## src/rtl/quadrature_decoder_pkg.sv

```systemverilog
// Shared types and constants for the quadrature decoder: init FSM states, Gray
// {A,B} codes, resolution selectors and the filter counter width helper.
package quadrature_decoder_pkg;

  typedef enum logic {
    S_INIT,
    S_RUN
  } state_e;

  localparam logic [1:0] AB_00 = 2'b00;
  localparam logic [1:0] AB_10 = 2'b10;
  localparam logic [1:0] AB_11 = 2'b11;
  localparam logic [1:0] AB_01 = 2'b01;

  localparam int RES_X1 = 1;
  localparam int RES_X2 = 2;
  localparam int RES_X4 = 4;

  // Last S_INIT cycle index; the first two cycles let the synchronisers fill.
  localparam logic [1:0] INIT_LAST = 2'd2;

  function automatic int filter_w(input int filter_len);
    return $clog2(filter_len + 1);
  endfunction

  // Successor of an {A,B} code in the forward direction (00->10->11->01->00).
  function automatic logic [1:0] gray_fwd(input logic [1:0] ab);
    logic [1:0] nxt;
    nxt = AB_10;
    case (ab)
      AB_00:   nxt = AB_10;
      AB_10:   nxt = AB_11;
      AB_11:   nxt = AB_01;
      default: nxt = AB_00;
    endcase
    return nxt;
  endfunction

endpackage

```

## src/rtl/quadrature_decoder_if.sv

```systemverilog
// Encoder pins, control inputs and decoded outputs of one quadrature decoder.
interface quadrature_decoder_if;
  logic       en;
  logic       enc_a;
  logic       enc_b;
  logic       err_clr;
  logic       step;
  logic       dir;
  logic       err;
  logic       err_sticky;
  logic [1:0] state_ab;

  modport master (
    output en, enc_a, enc_b, err_clr,
    input  step, dir, err, err_sticky, state_ab
  );

  modport slave (
    input  en, enc_a, enc_b, err_clr,
    output step, dir, err, err_sticky, state_ab
  );
endinterface

```

## src/rtl/quadrature_decoder_glitch_filter.sv

```systemverilog
// Two-flop synchroniser followed by a persistence filter: the output follows the
// synchronised input only after FILTER_LEN consecutive mismatching cycles.
module glitch_filter
  import quadrature_decoder_pkg::*;
#(
  parameter int FILTER_LEN = 4
) (
  input  logic clk,
  input  logic rst,
  input  logic raw_i,
  input  logic active_i,
  input  logic load_i,
  output logic sync_o,
  output logic filt_o
);

  localparam int             CW       = filter_w(FILTER_LEN);
  localparam logic [CW-1:0]  CNT_LAST = CW'(FILTER_LEN - 1);

  logic          sync1_q, sync2_q;
  logic          filt_q, filt_d;
  logic [CW-1:0] cnt_q, cnt_d;

  always_comb begin
    // NOTE: every comb output gets a default first so no latch is inferred.
    filt_d = filt_q;
    cnt_d  = cnt_q;
    if (load_i) begin
      filt_d = sync2_q;
      cnt_d  = '0;
    end else if (active_i) begin
      if (sync2_q == filt_q) begin
        cnt_d = '0;
      end else if (cnt_q == CNT_LAST) begin
        filt_d = sync2_q;
        cnt_d  = '0;
      end else begin
        cnt_d = cnt_q + CW'(1);
      end
    end
  end

  // NOTE: non-blocking assignments keep flop updates independent of block order.
  always_ff @(posedge clk) begin
    if (rst) begin
      sync1_q <= 1'b0;
      sync2_q <= 1'b0;
      filt_q  <= 1'b0;
      cnt_q   <= '0;
    end else begin
      sync1_q <= raw_i;
      sync2_q <= sync1_q;
      filt_q  <= filt_d;
      cnt_q   <= cnt_d;
    end
  end

  assign sync_o = sync2_q;
  assign filt_o = filt_q;

endmodule

```

## src/rtl/quadrature_decoder.sv

```systemverilog
// Quadrature decoder top: de-glitched A/B, start-up FSM, Gray transition decode
// into step/dir, resolution gating and illegal-transition reporting.
module quadrature_decoder
  import quadrature_decoder_pkg::*;
#(
  parameter int FILTER_LEN = 4,
  parameter int RESOLUTION = 4
) (
  input  logic                 clk,
  input  logic                 rst,
  quadrature_decoder_if.slave  bus
);

  state_e     state_q, state_d;
  logic [1:0] init_cnt_q, init_cnt_d;
  logic       load, active;
  logic       sync_a, sync_b, filt_a, filt_b;
  logic [1:0] cur, changed;
  logic [1:0] prev_q, prev_d;
  logic       fwd, counted;
  logic       step_q, step_d, dir_q, dir_d, err_q, err_d, sticky_q, sticky_d;

  glitch_filter #(.FILTER_LEN(FILTER_LEN)) u_filt_a (
    .clk(clk), .rst(rst), .raw_i(bus.enc_a), .active_i(active), .load_i(load),
    .sync_o(sync_a), .filt_o(filt_a)
  );

  glitch_filter #(.FILTER_LEN(FILTER_LEN)) u_filt_b (
    .clk(clk), .rst(rst), .raw_i(bus.enc_b), .active_i(active), .load_i(load),
    .sync_o(sync_b), .filt_o(filt_b)
  );

  assign cur     = {filt_a, filt_b};
  assign changed = cur ^ prev_q;
  assign fwd     = (cur == gray_fwd(prev_q));
  assign counted = (RESOLUTION == RES_X4) ? 1'b1 :
                   (RESOLUTION == RES_X2) ? changed[1] :
                   ((prev_q == AB_00 && cur == AB_10) || (prev_q == AB_10 && cur == AB_00));

  always_ff @(posedge clk) begin
    if (rst) begin
      state_q    <= S_INIT;
      init_cnt_q <= '0;
    end else begin
      state_q    <= state_d;
      init_cnt_q <= init_cnt_d;
    end
  end

  always_comb begin
    state_d    = state_q;
    init_cnt_d = init_cnt_q;
    case (state_q)
      S_INIT:  if (init_cnt_q == INIT_LAST) state_d = S_RUN;
               else init_cnt_d = init_cnt_q + 2'd1;
      S_RUN:   state_d = S_RUN;
      default: state_d = S_INIT;
    endcase
  end

  assign load   = (state_q == S_INIT) && (init_cnt_q == INIT_LAST);
  assign active = (state_q == S_RUN);

  always_comb begin
    prev_d   = prev_q;
    step_d   = 1'b0;
    err_d    = 1'b0;
    dir_d    = dir_q;
    sticky_d = sticky_q;
    if (load) begin
      prev_d = {sync_a, sync_b};
    end else if (active) begin
      prev_d = cur;
      if (changed == 2'b11) begin
        err_d = 1'b1;
      end else if (changed != 2'b00) begin
        dir_d  = fwd;
        step_d = bus.en && counted;
      end
    end
    // A new error wins over a simultaneous clear.
    if (err_d)            sticky_d = 1'b1;
    else if (bus.err_clr) sticky_d = 1'b0;
  end

  always_ff @(posedge clk) begin
    if (rst) begin
      prev_q   <= AB_00;
      step_q   <= 1'b0;
      dir_q    <= 1'b0;
      err_q    <= 1'b0;
      sticky_q <= 1'b0;
    end else begin
      prev_q   <= prev_d;
      step_q   <= step_d;
      dir_q    <= dir_d;
      err_q    <= err_d;
      sticky_q <= sticky_d;
    end
  end

  assign bus.step       = step_q;
  assign bus.dir        = dir_q;
  assign bus.err        = err_q;
  assign bus.err_sticky = sticky_q;
  assign bus.state_ab   = cur;

endmodule

```

## src/flat_wrapper.sv

```systemverilog
// flat-port wrapper written by rule: the top's interface ports become plain ports
module quadrature_decoder_flat import quadrature_decoder_pkg::*;
#(
  parameter int FILTER_LEN = 4,
  parameter int RESOLUTION = 4
)
  (clk, rst, bus_en, bus_enc_a, bus_enc_b, bus_err_clr, bus_step, bus_dir, bus_err, bus_err_sticky, bus_state_ab);
  quadrature_decoder_if bus_i ();
  input  logic clk;
  input  logic rst;
  input wire logic [$bits(bus_i.en)-1:0] bus_en;
  input wire logic [$bits(bus_i.enc_a)-1:0] bus_enc_a;
  input wire logic [$bits(bus_i.enc_b)-1:0] bus_enc_b;
  input wire logic [$bits(bus_i.err_clr)-1:0] bus_err_clr;
  output wire logic [$bits(bus_i.step)-1:0] bus_step;
  output wire logic [$bits(bus_i.dir)-1:0] bus_dir;
  output wire logic [$bits(bus_i.err)-1:0] bus_err;
  output wire logic [$bits(bus_i.err_sticky)-1:0] bus_err_sticky;
  output wire logic [$bits(bus_i.state_ab)-1:0] bus_state_ab;
  assign bus_i.en = bus_en;
  assign bus_i.enc_a = bus_enc_a;
  assign bus_i.enc_b = bus_enc_b;
  assign bus_i.err_clr = bus_err_clr;
  assign bus_step = bus_i.step;
  assign bus_dir = bus_i.dir;
  assign bus_err = bus_i.err;
  assign bus_err_sticky = bus_i.err_sticky;
  assign bus_state_ab = bus_i.state_ab;
  quadrature_decoder #(.FILTER_LEN(FILTER_LEN), .RESOLUTION(RESOLUTION)) u_core (.clk(clk), .rst(rst), .bus(bus_i));
endmodule
```

## config.mk

```make
export PLATFORM = sky130hd
export DESIGN_NAME = quadrature_decoder_flat
export DESIGN_NICKNAME = d
export VERILOG_FILES = /design/src/rtl/quadrature_decoder_pkg.sv /design/src/rtl/quadrature_decoder_if.sv /design/src/rtl/quadrature_decoder_glitch_filter.sv /design/src/rtl/quadrature_decoder.sv /design/src/flat_wrapper.sv
export SDC_FILE = /design/constraint.sdc
export NUM_CORES = 1
export LEC_CHECK = 0
export CAP_MARGIN = 20
export CORE_ASPECT_RATIO = 0.6
export CORE_UTILIZATION = 26
export DETAILED_ROUTE_END_ITERATION = 10
export PLACE_DENSITY = 0.45
export SYNTH_ARGS = -nofsm -noshare
export SYNTH_HDL_FRONTEND = slang
export SYNTH_HIERARCHICAL = 1
export SYNTH_SLANG_ARGS = --single-unit
```

## constraint.sdc

```tcl
create_clock -name clk -period 1.33 [get_ports clk]
set_input_delay 0.266 -clock clk [delete_from_list [all_inputs] [get_ports clk]]
set_output_delay 0.266 -clock clk [all_outputs]
set_load 0.03 [all_outputs]
```

==> impl_metrics.tcl, run 1 <==
set metrics [dict create \
    outcome "complete, no violations" \
    drive_gt1_frac 0.2105 \
    max_stage_delay_ps 400 \
    critical_path.n_buffers_inverters 1 \
    timing.final.hold_violations 0 \
    timing.max_cap.violations 0 \
    syn_area_per_cell_sq_um 10.13 \
    syn-num-nets 101 \
    synth_area_sq_um 932.1 \
    rsz0062_at_grt "no" \
    antenna_found_initial 0 \
    placementRows 16 \
    synth_edf_count 0 \
    yosys_warnings 6 \
    leakage_nw 0.5122 \
    ys_dominant_reg_cell "sky130_fd_sc_hd__dfxtp_1" \
    worst-endpoint-required_ps 1060 \
    synth-seq-area-share 0.4510 \
    finalSetupViolCount 0 \
    gr-usage-all-layers 0.09779 \
    max_slew.worst_pin.slew_ps 299.2 \
    cellPowerDensity_nw_per_um2 1358 \
    fmax_ghz 0.7879 \
    routed-via-count 694 \
    portBuffers 11 \
    layout.filler_cells 341 \
    routed_wire_length_per_instance_um 10.67 \
    grt_start_max_net_pins 15 \
    route.detailed.vias_per_inst 4.365 \
    peakVddDrop_mv 0.8246 \
    tritoncts "done" \
    crit_path_cell_trace "dlygate4sd2_1" \
    post_cts_setup_bufs 0 \
    maxSlewHeadroom 0.8013 \
    worstSetupStartpointType "register" \
    finalWeightedCongestion 0.7180 \
    stdcell_count 159 \
    cts.sinks 21 \
    fp.coreArea_sq_um 3343 \
    antenna-diode-count 0 \
    async_reset_ff_frac 0 \
    h-tree-depth 1 \
    timing.final.crit_period_ps 1269 \
    first_global_vias 660 \
    floorplan.io_pins 12 \
    fin_area_sq_um 1216 \
    grt_first_pass_wirelength_um 2877 \
    placement.cell_area_sq_um 1146 \
    synth.lib_cells_used.distinct 25 \
    cp_slowest_cell "sky130_fd_sc_hd__dlygate4sd2_1" \
    register_clock_pin_slew_on_the_reported_worst_setup_and_hold_paths_ps 80 \
    die_area_sq_um 3837 \
    synth_top_area_share 0.4510 \
    detail_route.iter0.violations 9 \
    critPathTopFamily "buffers and inverters" \
    cts-root-buf "sky130_fd_sc_hd__clkbuf_8" \
    post_synth_most_frequent_cells "sky130_fd_sc_hd__dfxtp_1 (21), sky130_fd_sc_hd__nor2b_1 (8), sky130_fd_sc_hd__nand2b_1 (7)" \
    yosys.area.top_type "sky130_fd_sc_hd__dfxtp_1" \
    totalPowerFinal_mw 1.652 \
    grt-ovfl-total 0 \
    firstDrtPassIters 4 \
    dpl.cell_count 156 \
    timing.setup.critical_path_class "reg -> out" \
    post-synth-top-count-cell "sky130_fd_sc_hd__dfxtp_1" \
    timing_max_transition_violations_final 0 \
    timing.final.crit_share 0.9543 \
    end_kind "primary output" \
    synth_cells 92 \
    ys_seq_elements 21 \
    place.detailed.hpwl_um 1273 \
    timing.clock.skew_ps 7.755 \
    drc 0 \
    floorplan.die.width_um 79.30 \
    max_fanout_on_critical_path 3 \
    critical_path_arrival_ps 1000 \
    timing.hold.worst.class "reg -> reg" \
    syn2layout_area_growth_pct 30.47 \
    floorplan.initialDensity 0.2788 \
    postRouteAntennaNets 0 \
    worst_skew_pair.late_latency_ps 260 \
    numCtsBuffers 3 \
    nNetsFinal 124 \
    synth_area_leaders "sky130_fd_sc_hd__dfxtp_1 (45%), sky130_fd_sc_hd__nor2b_1 (5.4%), sky130_fd_sc_hd__nand2b_1 (4.7%), sky130_fd_sc_hd__ha_1 (4.0%), sky130_fd_sc_hd__xor2_1 (3.8%)" \
    detail_route.wirelength_um 1697 \
    clock_path_buffers 2 \
    die_height_um 48.38 \
]
-- layout make-up --
cell class                      instances  area, sq um  area share
Timing Repair Buffer                   21        175.2      0.1440
Sequential cell                        21        421.7      0.3467
Tap cell                               45        56.30     0.04630
Multi-Input combinational cell         64        499.2      0.4105
Inverter                                4        15.01     0.01235
Clock inverter                          1        7.507    0.006173
Clock buffer                            3        41.29     0.03395
-- per-stage QoR --
step	setup WS (ps)	setup TNS (ps)	utilization	hold slack [ps]
2_1_floorplan	20.98	0	-	334.9
3_3_place_gp	-33.40	-33.40	0.3428	424.0
3_5_place_dp	-83.80	-171.0	0.3428	429.9
4_1_cts	46.76	0	0.3600	450.3
5_1_grt	0.6715	0	0.3638	463.9
6_report	60.73	0	0.3638	446.7
-- metal layers --
layer	GRT usage	vias to the layer above	share of wire	wire, um
li1	-	354	-	-
met5	0	-	0	0
met2	0.1451	17	0.40	687
met3	0.04717	2	0.052	89
met1	0.1292	321	0.54	916
met4	0.01818	0	0.0024	4
-- kinds of logic after synthesis --
family | after synthesis | synth area share
xor gates and xnor gates | 8 | 0.08323
and+or+nand+nor | 34 | 0.2121
muxes | 4 | 0.04564
buffers and inverters | 7 | 0.04831
DFF | 21 | 0.4510
AOI/OAI and AO/OA | 15 | 0.1195
adders and majority gates | 3 | 0.04027
-- path summary, 6_finish.rpt --
path                           start                      to  slack (ps)  depth (start not counted)
max                   u_core/bus.dir                 bus_dir          60                          1
min          u_core/u_filt_b/sync1_q  u_core/u_filt_b/sync_o         450                          1
max reg2reg     u_core/init_cnt_q[0]        u_core/prev_q[1]         110                          6
min reg2reg  u_core/u_filt_b/sync1_q  u_core/u_filt_b/sync_o         450                          1
-- timing repair --
| item | in CTS | in global routing |
|---|---|---|
| endpoints found under the setup margin | 5 | 4 |
| gates cloned | 0 | 0 |
| gates resized for setup | 8 | 3 |
| hold buffers | 0 | 0 |
| pin swaps | 0 | 1 |
-- layout by cell type (no fill, tap or decap), types with 2 or more instances in the layout --
| master | instances |
|---|---|
| sky130_fd_sc_hd__nor2_1 | 4 |
| sky130_fd_sc_hd__a21oi_1 | 3 |
| sky130_fd_sc_hd__mux2_1 | 2 |
| sky130_fd_sc_hd__nor3_1 | 2 |
| sky130_fd_sc_hd__nand2b_1 | 7 |
| sky130_fd_sc_hd__dlygate4sd2_1 | 4 |
| sky130_fd_sc_hd__buf_4 | 12 |
| sky130_fd_sc_hd__dfxtp_1 | 20 |
| sky130_fd_sc_hd__or2b_1 | 4 |
| sky130_fd_sc_hd__a31oi_1 | 4 |
| sky130_fd_sc_hd__nor2b_1 | 7 |
| sky130_fd_sc_hd__xor2_2 | 2 |
| sky130_fd_sc_hd__xnor2_1 | 3 |
| sky130_fd_sc_hd__mux2i_1 | 2 |
| sky130_fd_sc_hd__a211oi_1 | 3 |
| sky130_fd_sc_hd__inv_1 | 4 |
| sky130_fd_sc_hd__nand4b_1 | 2 |
| sky130_fd_sc_hd__nand2_1 | 4 |
| sky130_fd_sc_hd__ha_1 | 2 |
| sky130_fd_sc_hd__and3_1 | 2 |
| sky130_fd_sc_hd__clkbuf_8 | 3 |
| sky130_fd_sc_hd__xor2_1 | 3 |
| sky130_fd_sc_hd__clkdlybuf4s50_1 | 5 |
-- flip-flops by register name (all words and copies together), names as in the netlist, 2 cells and up --
register / cells
u_core/u_filt_a/cnt_q: 3
u_core/init_cnt_q: 2
u_core/prev_q: 2
u_core/u_filt_b/cnt_q: 3
-- report_power, final --
group / switching, mW / leakage (nW) / internal, mW / total, mW
sequential: 0.0372 / 0.171 / 0.689 / 0.726
clock: 0.209 / 0.0217 / 0.211 / 0.420
combinational: 0.257 / 0.319 / 0.249 / 0.506
total: 0.503 / 0.512 / 1.15 / 1.65
(Power assumes the default switching activity.)
==> run 2: changes to the inputs <==
==> constraint.sdc (replaced) <==
create_clock -name clk -period 1.03 [get_ports clk]
set_input_delay 0.206 -clock clk [delete_from_list [all_inputs] [get_ports clk]]
set_output_delay 0.206 -clock clk [all_outputs]
set_load 0.03 [all_outputs]
==> run 2 against run 1 <==
Against the previous run:
- the flow now finishes with violations (setup timing)
- register-to-register slack worse by 230 ps
- design area is 14% higher
- via count is 3.2% higher
- worst setup slack worse by 180 ps
- critical endpoint is now u_core/u_filt_a/filt_o
- worst hold slack better by 3.1 ps
- utilization is 5.1 points higher
- clock power is 27% higher
- cell count is 5.7% higher
- die area stayed put
==> impl_metrics.tcl, run 2 (same netlist as run 1, synthesis figures left out) <==
set metrics [dict create \
    antenna-diode-count 0 \
    gr-usage-all-layers 0.1032 \
    critPathTopFamily "flip-flops" \
    worst-endpoint-required_ps 1220 \
    most-common-layout-cells "sky130_fd_sc_hd__buf_4 (19), sky130_fd_sc_hd__dfxtp_1 (13), sky130_fd_sc_hd__nor2b_1 (7), sky130_fd_sc_hd__nand2b_1 (7), sky130_fd_sc_hd__dfxtp_2 (6)" \
    detail_route.wirelength_um 1810 \
    internal_power_mw 1.552 \
    end_kind "register" \
    share_clk_of_total_power 0.240 \
    floorplan.die.width_um 79.30 \
    timing.max_cap.violations 0 \
    totalPowerFinal_mw 2.218 \
    portBuffers 11 \
    stdcell_count 168 \
    cp_slowest_cell "sky130_fd_sc_hd__dfxtp_2" \
    fp.coreArea_sq_um 3343 \
    timing.final.crit_share 1.116 \
    timing.setup.critical_path_class "reg -> reg" \
    place.detailed.hpwl_um 1331 \
    clock_path_buffers 2 \
    maxSlewHeadroom 0.8282 \
    dpl.cell_count 162 \
    share_comb_of_total_power 0.317 \
    setup_ws_ps -119.6 \
    fmax_ghz 0.8699 \
    finalWeightedCongestion 0.7435 \
    max_fanout_on_critical_path 6 \
    postRouteAntennaNets 0 \
    grt_start_max_net_pins 12 \
    worstSetupStartpointType "register" \
    worst_r2r_startpoint "u_core/init_cnt_q[0]" \
    final_common_cell "sky130_fd_sc_hd__buf_4" \
    routed_wire_length_per_instance_um 10.77 \
    floorplan.io_pins 12 \
    hold_start "u_core/u_filt_b/sync1_q" \
    antenna_found_initial 0 \
    register_clock_pin_slew_on_the_reported_worst_setup_and_hold_paths_ps 80 \
    worst_skew_pair.late_latency_ps 260 \
    die_height_um 48.38 \
    placementRows 16 \
    p_switching_uw 665.6 \
    critical_path.n_buffers_inverters 1 \
    finalHoldWorstSlack_ps 449.8 \
    crit_path_start "u_core/init_cnt_q[0]" \
    min_delay_path_depth 1 \
    nNetsFinal 133 \
    length_in_cells_of_the_worst_reg_to_reg_path 5 \
    layout.area.seq_sq_um 435.4 \
    timing_max_transition_violations_final 0 \
    slack_of_the_worst_reg_to_reg_path_ps -120 \
    finalSetupViolCount 16 \
    tritoncts "done" \
    firstDrtPassIters 4 \
    h-tree-depth 1 \
    crit_cells 5 \
    routed-via-count 716 \
    drive_gt1_frac 0.4309 \
    share_seq_of_total_power 0.443 \
    route.detailed.vias_per_inst 4.262 \
    timing.final.crit_period_ps 1150 \
    layout.filler_cells 332 \
    critical_path_arrival_ps 1340 \
    max_slew.worst_pin.slew_ps 257.4 \
    cts-root-buf "sky130_fd_sc_hd__clkbuf_8" \
    timing.final.hold_violations 0 \
    detail_route.iter0.violations 9 \
    violations "setup timing" \
    first_global_vias 696 \
    timing.clock.skew_ps 3.279 \
    leakage_nw 0.5653 \
    dp_slack_ps -264.4 \
    grt-ovfl-total 0 \
    setup_tns_ps -942.0 \
    rsz0062_at_grt "yes" \
    multi_input_comb_area_sq_um 561.8 \
    cts.hold.buffers_added 0 \
    grt_first_pass_wirelength_um 3042 \
    timing.hold.worst.class "reg -> reg" \
    crit_path_cell_trace "inv_2, ha_4, nor2b_4, a31oi_1, mux2i_1" \
    p_sw_frac 0.3002 \
    numCtsBuffers 3 \
    syn2layout_area_growth_pct 48.72 \
    floorplan.initialDensity 0.2788 \
    drc 0 \
    outcome "finished, violations left" \
    cts.sinks 21 \
    cellPowerDensity_nw_per_um2 1600 \
    peakVddDrop_mv 0.6425 \
    max_stage_delay_ps 340 \
    die_area_sq_um 3837 \
    reg.largest.list "u_core/u_filt_a/cnt_q: 3 flops, u_core/u_filt_b/cnt_q: 3 flops" \
]
## run 2: changes by cell type in the layout (fill, tap and decap cells not counted), sizes merged
cell / before / now
clkinvlp: 1 / 0
clkbuf: 3 / 4
dlygate4sd2: 4 / 0
buf: 12 / 25
## run 2: worst reg2reg max path: stages, from the launching register on
cell,delay (ps)
sky130_fd_sc_hd__dfxtp_2,340
sky130_fd_sc_hd__inv_2,40
sky130_fd_sc_hd__ha_4,160
sky130_fd_sc_hd__nor2b_4,150
sky130_fd_sc_hd__a31oi_1,190
sky130_fd_sc_hd__mux2i_1,190
## run 2: cell type report
class,instances,share of cell area
Clock buffer,4,0.03249
Sequential cell,21,0.3141
Inverter,4,0.01083
Tap cell,45,0.04061
Multi-Input combinational cell,64,0.4052
Timing Repair Buffer,30,0.1968
## run 2: final timing paths
kind | end
setup / recovery | u_core/u_filt_a/filt_o
hold reg to reg | u_core/u_filt_b/sync_o
hold / removal | u_core/u_filt_b/sync_o
setup reg to reg | u_core/u_filt_a/filt_o
## run 2: what timing repair did
action	CTS	global route
resized for setup	16	6
setup buffers	2	0
pin swaps	6	3
endpoints found under the setup margin	17	20
## run 2: per-layer routing
layer | track usage | routed length (um) | up-vias
met5 | 0 | 0 | -
met2 | 0.1681 | 804 | 8
li1 | - | - | 374
met3 | 0.04717 | 71 | 2
met1 | 0.1298 | 929 | 332
met4 | 0.009091 | 4 | 0
## run 2: power groups by stage
stage | clock [mW] | sequential [mW] | combinational, mW
after floorplan | 0 | 1.03 | 0.346
after global placement | 0 | 0.997 | 0.643
after detailed placement | 0 | 1.00 | 0.644
after CTS | 0.567 | 0.981 | 0.689
after global routing | 0.594 | 0.996 | 0.757
final | 0.533 | 0.982 | 0.702
## run 2: per-stage QoR
stage | util | cell area [sq um]
floorplan | - | 973.4
detailed placement | 0.3694 | 1235
finish | 0.4147 | 1386
CTS | 0.4076 | 1363
global placement | 0.3694 | 1235
global route | 0.4147 | 1386
